`src/rtl/uart_rx_frame_check_if.sv`:
```
// Bus between the RX FSM/edge counter and the parity/stop-bit frame checker.
// master drives the sampling window and frame context; slave returns the error status.
interface uart_rx_frame_check_if #(
  parameter int DATA_W  = 8,
  parameter int PRESC_W = 6,
  parameter int CNT_W   = 8
);
  logic               rx_in;
  logic [PRESC_W-1:0] Prescale;
  logic [PRESC_W-1:0] edge_count;
  logic               par_check_en;
  logic               stp_check_en;
  logic [1:0]         PAR_MODE;
  logic [DATA_W-1:0]  P_data;
  logic               err_clr;
  logic               par_error;
  logic               stp_error;
  logic               err_pulse;
  logic [CNT_W-1:0]   par_err_cnt;
  logic [CNT_W-1:0]   stp_err_cnt;
  logic [1:0]         dbg_state;

  // Handshake: there is no valid/ready pair. A window is open while par_check_en
  // or stp_check_en is high; err_pulse is a one-cycle strobe that is never back-pressured.
  modport master (
    output rx_in, Prescale, edge_count, par_check_en, stp_check_en, PAR_MODE, P_data, err_clr,
    input  par_error, stp_error, err_pulse, par_err_cnt, stp_err_cnt, dbg_state
  );
  modport slave (
    input  rx_in, Prescale, edge_count, par_check_en, stp_check_en, PAR_MODE, P_data, err_clr,
    output par_error, stp_error, err_pulse, par_err_cnt, stp_err_cnt, dbg_state
  );
endinterface

```
`src/rtl/uart_rx_frame_check.sv`:
```
// UART RX parity/stop-bit checker: 3-sample majority vote at mid-bit, sticky error flags, strobe.
// Saturating error counters exist only when UART_RX_ERR_CNT_EN is defined.
module uart_rx_frame_check #(
  parameter int DATA_W  = 8,
  parameter int PRESC_W = 6,
  parameter int CNT_W   = 8
) (
  input  logic                  clk,
  input  logic                  rst,
  uart_rx_frame_check_if.slave  bus
);

  typedef enum logic [1:0] {
    ST_IDLE   = 2'd0,
    ST_SAMPLE = 2'd1,
    ST_HOLD   = 2'd2
  } state_t;

  state_t             r_state, w_state_nxt;
  logic               r_mode_par, w_mode_par_nxt;
  logic               r_par_error, w_par_error_nxt;
  logic               r_stp_error, w_stp_error_nxt;
  logic               r_err_pulse, w_err_pulse_nxt;
  logic               r_s0, r_s1, r_s2;
  logic [PRESC_W-1:0] w_mid, w_mid_m1, w_mid_p1, w_mid_p2;
  logic               w_any_en, w_vote, w_exp_par, w_mismatch;

  assign w_mid    = bus.Prescale >> 1;
  assign w_mid_m1 = w_mid - PRESC_W'(1);
  assign w_mid_p1 = w_mid + PRESC_W'(1);
  assign w_mid_p2 = w_mid + PRESC_W'(2);
  assign w_any_en = bus.par_check_en | bus.stp_check_en;

  // Samples track the edge counter unconditionally; only the decision cycle consumes them.
  always_ff @(posedge clk or posedge rst) begin
    if (rst) begin
      r_s0 <= 1'b0;
      r_s1 <= 1'b0;
      r_s2 <= 1'b0;
    end else begin
      if (bus.edge_count == w_mid_m1) r_s0 <= bus.rx_in;
      if (bus.edge_count == w_mid)    r_s1 <= bus.rx_in;
      if (bus.edge_count == w_mid_p1) r_s2 <= bus.rx_in;
    end
  end

  assign w_vote = (r_s0 & r_s1) | (r_s0 & r_s2) | (r_s1 & r_s2);

  always_comb begin
    w_exp_par = 1'b0;
    case (bus.PAR_MODE)
      2'b00:   w_exp_par = ^bus.P_data;
      2'b01:   w_exp_par = ~^bus.P_data;
      2'b10:   w_exp_par = 1'b1;
      default: w_exp_par = 1'b0;
    endcase
  end

  assign w_mismatch = r_mode_par ? (w_vote != w_exp_par) : ~w_vote;

  always_ff @(posedge clk or posedge rst) begin
    if (rst) begin
      r_state     <= ST_IDLE;
      r_mode_par  <= 1'b0;
      r_par_error <= 1'b0;
      r_stp_error <= 1'b0;
      r_err_pulse <= 1'b0;
    end else begin
      r_state     <= w_state_nxt;
      r_mode_par  <= w_mode_par_nxt;
      r_par_error <= w_par_error_nxt;
      r_stp_error <= w_stp_error_nxt;
      r_err_pulse <= w_err_pulse_nxt;
    end
  end

  always_comb begin
    w_state_nxt     = r_state;
    w_mode_par_nxt  = r_mode_par;
    w_par_error_nxt = r_par_error;
    w_stp_error_nxt = r_stp_error;
    w_err_pulse_nxt = 1'b0;
    case (r_state)
      ST_IDLE: begin
        w_par_error_nxt = 1'b0;
        w_stp_error_nxt = 1'b0;
        if (w_any_en) begin
          w_state_nxt    = ST_SAMPLE;
          w_mode_par_nxt = bus.par_check_en;
        end
      end
      ST_SAMPLE: begin
        // A window that closes before the decision edge is discarded silently.
        if (!w_any_en) begin
          w_state_nxt = ST_IDLE;
        end else if (bus.edge_count == w_mid_p2) begin
          w_state_nxt     = ST_HOLD;
          w_par_error_nxt = r_mode_par & w_mismatch;
          w_stp_error_nxt = ~r_mode_par & w_mismatch;
          w_err_pulse_nxt = w_mismatch;
        end
      end
      ST_HOLD: begin
        if (!w_any_en) w_state_nxt = ST_IDLE;
      end
      default: w_state_nxt = ST_IDLE;
    endcase
  end

  assign bus.par_error = r_par_error;
  assign bus.stp_error = r_stp_error;
  assign bus.err_pulse = r_err_pulse;
  assign bus.dbg_state = r_state;

`ifdef UART_RX_ERR_CNT_EN
  logic [CNT_W-1:0] r_par_err_cnt, r_stp_err_cnt;

  // Clear takes priority over a same-cycle increment.
  always_ff @(posedge clk or posedge rst) begin
    if (rst) begin
      r_par_err_cnt <= '0;
      r_stp_err_cnt <= '0;
    end else if (bus.err_clr) begin
      r_par_err_cnt <= '0;
      r_stp_err_cnt <= '0;
    end else begin
      if (r_err_pulse && r_par_error && (r_par_err_cnt != '1))
        r_par_err_cnt <= r_par_err_cnt + CNT_W'(1);
      if (r_err_pulse && r_stp_error && (r_stp_err_cnt != '1))
        r_stp_err_cnt <= r_stp_err_cnt + CNT_W'(1);
    end
  end

  assign bus.par_err_cnt = r_par_err_cnt;
  assign bus.stp_err_cnt = r_stp_err_cnt;
`else
  logic w_unused_err_clr;
  assign w_unused_err_clr = bus.err_clr;
  assign bus.par_err_cnt  = '0;
  assign bus.stp_err_cnt  = '0;
`endif

endmodule

```
`src/flat_wrapper.sv`:
```
// flat-port wrapper written by rule: the top's interface ports become plain ports
module uart_rx_frame_check_flat 
#(
  parameter int DATA_W  = 8,
  parameter int PRESC_W = 6,
  parameter int CNT_W   = 8
)
  (clk, rst, bus_rx_in, bus_Prescale, bus_edge_count, bus_par_check_en, bus_stp_check_en, bus_PAR_MODE, bus_P_data, bus_err_clr, bus_par_error, bus_stp_error, bus_err_pulse, bus_par_err_cnt, bus_stp_err_cnt, bus_dbg_state);
  uart_rx_frame_check_if #(.DATA_W(DATA_W), .PRESC_W(PRESC_W), .CNT_W(CNT_W)) bus_i ();
  input  logic clk;
  input  logic rst;
  input wire logic [$bits(bus_i.rx_in)-1:0] bus_rx_in;
  input wire logic [$bits(bus_i.Prescale)-1:0] bus_Prescale;
  input wire logic [$bits(bus_i.edge_count)-1:0] bus_edge_count;
  input wire logic [$bits(bus_i.par_check_en)-1:0] bus_par_check_en;
  input wire logic [$bits(bus_i.stp_check_en)-1:0] bus_stp_check_en;
  input wire logic [$bits(bus_i.PAR_MODE)-1:0] bus_PAR_MODE;
  input wire logic [$bits(bus_i.P_data)-1:0] bus_P_data;
  input wire logic [$bits(bus_i.err_clr)-1:0] bus_err_clr;
  output wire logic [$bits(bus_i.par_error)-1:0] bus_par_error;
  output wire logic [$bits(bus_i.stp_error)-1:0] bus_stp_error;
  output wire logic [$bits(bus_i.err_pulse)-1:0] bus_err_pulse;
  output wire logic [$bits(bus_i.par_err_cnt)-1:0] bus_par_err_cnt;
  output wire logic [$bits(bus_i.stp_err_cnt)-1:0] bus_stp_err_cnt;
  output wire logic [$bits(bus_i.dbg_state)-1:0] bus_dbg_state;
  assign bus_i.rx_in = bus_rx_in;
  assign bus_i.Prescale = bus_Prescale;
  assign bus_i.edge_count = bus_edge_count;
  assign bus_i.par_check_en = bus_par_check_en;
  assign bus_i.stp_check_en = bus_stp_check_en;
  assign bus_i.PAR_MODE = bus_PAR_MODE;
  assign bus_i.P_data = bus_P_data;
  assign bus_i.err_clr = bus_err_clr;
  assign bus_par_error = bus_i.par_error;
  assign bus_stp_error = bus_i.stp_error;
  assign bus_err_pulse = bus_i.err_pulse;
  assign bus_par_err_cnt = bus_i.par_err_cnt;
  assign bus_stp_err_cnt = bus_i.stp_err_cnt;
  assign bus_dbg_state = bus_i.dbg_state;
  uart_rx_frame_check #(.DATA_W(DATA_W), .PRESC_W(PRESC_W), .CNT_W(CNT_W)) u_core (.clk(clk), .rst(rst), .bus(bus_i));
endmodule
```
`config.mk`:
```
export PLATFORM = sky130hd
export DESIGN_NAME = uart_rx_frame_check_flat
export DESIGN_NICKNAME = d
export VERILOG_FILES = /design/src/rtl/uart_rx_frame_check_if.sv /design/src/rtl/uart_rx_frame_check.sv /design/src/flat_wrapper.sv
export SDC_FILE = /design/constraint.sdc
export NUM_CORES = 1
export LEC_CHECK = 0
export ABC_CLOCK_PERIOD_IN_PS = 3400
export CAP_MARGIN = 40
export CORE_MARGIN = 4
export CORE_UTILIZATION = 34
export DETAILED_ROUTE_END_ITERATION = 12
export GPL_TIMING_DRIVEN = 0
export PLACE_DENSITY_LB_ADDON = 0.05
export SYNTH_ARGS = -nofsm -noshare
export SYNTH_HDL_FRONTEND = slang
export SYNTH_SLANG_ARGS = --single-unit
export TNS_END_PERCENT = 1
```
`constraint.sdc`:
```
create_clock -name clk -period 3.4 [get_ports clk]
set_input_delay 0.34 -clock clk [delete_from_list [all_inputs] [get_ports clk]]
set_output_delay 0.34 -clock clk [all_outputs]
set_load 0.01 [all_outputs]
```
==> Word level (Yosys, flattened, before mapping) <==
Index checks and enable logic that the tools add are counted.
W data, S select, Z words.
{ "word_totals": {"regBits": 9, "inputBits": 28, "output_inout_bits": 21, "wordCells": 59} }
{ "op_classes": {"add_sub_neg": 3, "n_eq_ne": 14, "n_mux": 16, "n_bitwise": 10, "n_reduce_logical": 8} }
{ "ops": {"columns": ["operator", "n"], "rows": [
  ["$eq A6 B6 Y1", 3],
  ["$mux W1", 8],
  ["$mux W2", 4],
  ["$reduce_xnor A8 Y1", 1],
  ["$reduce_xor A8 Y1", 1],
  ["$add A5 B1 Y6 const B", 1],
  ["$add A5 B2 Y6 const B", 1],
  ["$eq A6 B5 Y1", 1],
  ["$ne A2 B1 Y1 const B", 3],
  ["$pmux W2 S3", 1],
  ["$reduce_and A3 Y1", 2],
  ["$sub A5 B1 Y6 const B", 1],
  ["$and A1 B1 Y1", 5],
  ["$eq A2 B1 Y1 const B", 2],
  ["$eq A2 B2 Y1 const B", 2],
  ["$logic_not A2 Y1", 2],
  ["$pmux W1 S2", 2],
  ["$ne A3 B3 Y1 const B", 1],
  ["$or A1 B1 Y1", 3],
  ["$pmux W1 S3", 1],
  ["$ne A2 B2 Y1 const B", 1],
  ["$not A1 Y1", 2],
  ["$reduce_and A2 Y1", 1],
  ["$reduce_bool A2 Y1", 1],
  ["$ne A1 B1 Y1", 1]
]} }

==> Logic depth before layout (Yosys ltp) <==
{ "depth": {"word_depth": 9, "mapped_depth": 8, "mapped_depth_nobuf": 8} }

==> Least setup slack after synthesis <==
Ideal clock, no wire load.
{ "synth_path": {"path_type": "input-to-reg", "startpoint": "in bus_edge_count[3]", "endpoint": "reg u_core.r_s2", "setup_ns": 0.125, "arrival_ns": 1.697, "required_time_ns": 3.275, "setup_slack_ns": 1.578, "cell_stages": 8, "path_buffers": 1, "cell_sequence": "clkbuf_1 > inv_1 > o21ai_0 > o22ai_1 > o21ai_1 > a31oi_1 > nor3_1 > mux2_2"} }
{ "synth_via": {"elab_chain_len": 1} }
{ "synth_lines": {"columns": ["element", "line", "source"], "rows": [
  ["start, declared", "flat_wrapper.sv:14", "input wire logic [$bits(bus_i.edge_count)-1:0] bus_edge_count;"],
  ["$eq A6 B6 Y1", "uart_rx_frame_check.sv:43", "if (bus.edge_count == w_mid_p1) r_s2 <= bus.rx_in;"],
  ["end signal, assigned", "uart_rx_frame_check.sv:43", null],
  ["end, declared", "uart_rx_frame_check.sv:24", "logic r_s0, r_s1, r_s2;"]
]} }
No other way between the ends.
A chain may end at the register's enable or synchronous reset.

==> Final worst setup path <==
{ "layout_path": {"startpoint": "in bus_Prescale[3]", "endpoint": "reg u_core.r_s2"} }
{ "layout_via": {"elab_chain_len": 2} }
{ "layout_lines": {"columns": ["element", "line", "source"], "rows": [
  ["start, declared", "flat_wrapper.sv:13", "input wire logic [$bits(bus_i.Prescale)-1:0] bus_Prescale;"],
  ["$add A5 B1 Y6", "uart_rx_frame_check.sv:30", "assign w_mid_p1 = w_mid + PRESC_W'(1);"],
  ["$eq A6 B6 Y1", "uart_rx_frame_check.sv:43", null]
]} }
No other way between the ends.

==> metrics.log <==
INFO  metric cts_hold_buf = 0
INFO  metric final.min_clock_period = 2.37 ns
INFO  metric report.final.hold_viol_count = 0
INFO  metric ratio_of_total_power_to_cell_area = 273 nW/µm²
INFO  metric post_layout_nonfiller_instances = 199
INFO  metric cts_max_path_buffers = 2
INFO  metric num_antenna_cells = 0
INFO  metric final.fill_count = 280
INFO  metric number_of_antenna_violations_at_the_first_check_in_global_routing = 0
INFO  metric wirelength = 2.25 mm
INFO  metric cts.sink_count = 9
INFO  metric cp_cell_instances = clkdlybuf4s50_1, ha_1, nor3b_1, o22ai_1, o21ai_1, a31oi_1, nor3_1, mux2_2
INFO  metric synthArstFlopShare = 1.00
INFO  metric vias = 955
INFO  metric synth_top_area_frac = 0.223
INFO  metric boundaryPins = 49
INFO  metric final-setup-viol-count = 0
INFO  metric dp.cells = 195
INFO  metric critical_path_required_time = 3.54 ns
INFO  metric tritoncts = built
INFO  metric die_area = 3900 µm²
INFO  metric grt_start_max_net_pins = 11
INFO  metric synthesis.instances = 120
INFO  metric flow.area_growth_from_synthesis = 40.8%
INFO  metric first_global_vias = 905
INFO  metric critical_path_arrival = 2.51 ns
INFO  metric unrepaired_setup_endpoints_after_global_routing = no
INFO  metric clkSlewWorstSetupHoldPaths = 0.06 ns
INFO  metric maxCapViolCount = 0
INFO  metric cts_made_buffers = 3
INFO  metric fin_worst_skew = 0.00315 ns
INFO  metric layout-drive-gt1-share = 0.167
INFO  metric critical_path_peak_fanout = 7
INFO  metric clock-root-buffer = clkbuf_4
INFO  metric irDropWorstVdd = 0.000238 V
INFO  metric ant_nets = 0
INFO  metric worstSkewPairLatency = 0.26 ns
INFO  metric cell_at_the_slowest_stage_of_the_critical_path = clkdlybuf4s50_1
INFO  metric post_synth_most_frequent_cells = buf_4 (16), dfrtp_1 (9), nor2_1 (9), xnor2_1 (8)
INFO  metric worst-setup-path-type = input pin to flop
INFO  metric outcome = complete, no violations
INFO  metric drt_pass1_iterations = 4
INFO  metric global_route.overflow_total = 0
INFO  metric ys_seq_elements = 9
INFO  metric nets = 202
INFO  metric synth_enable_flop_cells = 0
INFO  metric synth.avg_cell_area = 8.40 µm²
INFO  metric fmax = 421 MHz
INFO  metric timing.critical_path.from_type = input pin
INFO  metric post-route-period-util = 0.698
INFO  metric globalRouteTotalUtil = 0.118
INFO  metric postCtsSetupRepairBufs = 0
INFO  metric core = 2810 µm²
INFO  metric yosysMostFrequentCell = buf_4
INFO  metric synth_top_cell_by_area = dfrtp_1
INFO  metric initialDrtViolationCount = 18
INFO  metric die_w = 62.5 µm
INFO  metric synth.yosys.warnings = 0
INFO  metric timing.hold.worst.class = input pin to asynchronous set/reset pin
INFO  metric setup_total_negative_slack = 0 ns
INFO  metric gpl.final_weighted_congestion = 0.802
INFO  metric route.detailed.wl_per_inst = 11.3 µm
INFO  metric grt_first_pass_wirelength = 3.88 mm
INFO  metric placementRows = 19
INFO  metric netlist_area = 1010 µm²
INFO  metric synthFlopType = dfrtp_1
INFO  metric die_height = 62.5 µm
INFO  metric drc_errors = 0
INFO  metric synth_top_cells_by_area = dfrtp_1 (22%), buf_4 (12%), xnor2_1 (6.9%), ha_1 (6.2%), xor2_1 (6.1%)
INFO  metric p_leak = 0.658 nW
INFO  metric place_hpwl = 1.96 mm
INFO  metric cts-htree-levels = 1
INFO  metric max_stage_delay = 0.61 ns
INFO  metric hold_ws = 0.334 ns
INFO  metric ys_types = 41
INFO  metric worst_setup_path_end_kind = flop
INFO  metric io_buffers = 29
INFO  metric maxSlewViolCount = 0
INFO  metric synth_seq_area_share = 0.223
INFO  metric initial_utilization = 0.360
INFO  metric number_of_gates_given_a_new_drive_strength_after_cts = 0
INFO  metric routed_via_density = 4.80
## report_power, final
part           leakage, nW  switching, mW  total, mW  internal, mW
combinational        0.526         0.0783      0.173        0.0946
clock               0.0150         0.0356     0.0807        0.0451
sequential           0.116         0.0109      0.134         0.123
total                0.658          0.125      0.387         0.263
## path summary, 6_finish.rpt
check / start / endpoint / slack [ns] / cells past startpoint
worst max-delay path: bus_Prescale[3] / u_core.r_s2 / 1.03 / 8
worst min-delay path: rst / u_core.bus.stp_error / 0.33 / 2
worst max register to register: u_core.r_s2 / u_core.bus.par_error / 2.15 / 3
worst min register to register: u_core.bus.stp_error / u_core.bus.stp_error / 0.49 / 1
max in group asynchronous: rst / u_core.bus.err_pulse / 2.82 / 2
min in group clk: u_core.bus.stp_error / u_core.bus.stp_error / 0.49 / 1
## flip-flops by register name, summed over array words and instances, names as in the netlist
register              cells
u_core.r_s2               1
u_core.bus.par_error      1
u_core.bus.err_pulse      1
u_core.bus.dbg_state      2
u_core.r_s0               1
u_core.r_mode_par         1
u_core.r_s1               1
u_core.bus.stp_error      1
## worst max-delay path, delay by kind of cell
family / cells / cell delay, ns
buf+inv: 1 / 0.61
compound gates: 3 / 0.49
simple gates: 2 / 0.42
mux: 1 / 0.36
fa+ha+maj: 1 / 0.29
## per-layer routing
layer | share of wire | vias to the layer above | GRT usage | routed length, µm
met5 | 0 | - | 0 | 0
met4 | 0 | 0 | 0.00826 | 0
met3 | 0.10 | 0 | 0.0558 | 235
met2 | 0.44 | 40 | 0.189 | 982
met1 | 0.46 | 432 | 0.150 | 1030
li1 | - | 483 | - | -
## metrics by stage
step / instance area (µm²) / worst slack (ns) / power, mW / utilization
after global routing: 1420 / 0.850 / 0.415 / 0.506
after detailed placement: 1390 / 0.746 / 0.309 / 0.497
final: 1420 / 1.03 / 0.387 / 0.506
after global placement: 1390 / 0.811 / 0.304 / 0.497
after CTS: 1420 / 1.01 / 0.390 / 0.506
after floorplan: 1060 / 1.58 / 0.250 / -
## layout by cell type (no fill, tap or decap), types with 2 or more instances in the layout
master / n
buf_4: 16
clkdlybuf4s50_1: 29
xnor2_1: 8
o211ai_1: 2
nand2_1: 4
clkbuf_1: 3
nor2_1: 9
and2b_2: 2
ha_1: 5
a21o_1: 3
xor2_1: 7
a31oi_1: 2
nor3_1: 3
mux2_2: 3
nand2b_1: 3
conb_1: 16
nand4_1: 4
inv_1: 7
dfrtp_1: 9
o21ai_0: 3
nand3_1: 2
clkbuf_4: 3
a21oi_1: 4
and3_1: 2
## final cells by class
| cell class | instances | area (µm²) | area share |
|---|---|---|---|
| well taps | 31 | 38.8 | 0.0273 |
| clock buffers | 4 | 26.3 | 0.0185 |
| plain buffers | 18 | 128 | 0.0899 |
| inverters | 7 | 26.3 | 0.0185 |
| flip-flops and latches | 9 | 225 | 0.159 |
| multi-input cells | 101 | 686 | 0.483 |
| repair buffers | 29 | 290 | 0.204 |
## cell families after synthesis
family	Yosys count	share of synthesized area
and+or+nand+nor	37	0.208
DFF	9	0.223
xor gates and xnor gates	16	0.146
adders and majority gates	6	0.0720
other	1	0.00372
AOI/OAI and AO/OA	22	0.150
muxes	4	0.0434
buffers and inverters	25	0.153
Note: power is estimated with default switching activity, not from simulation.
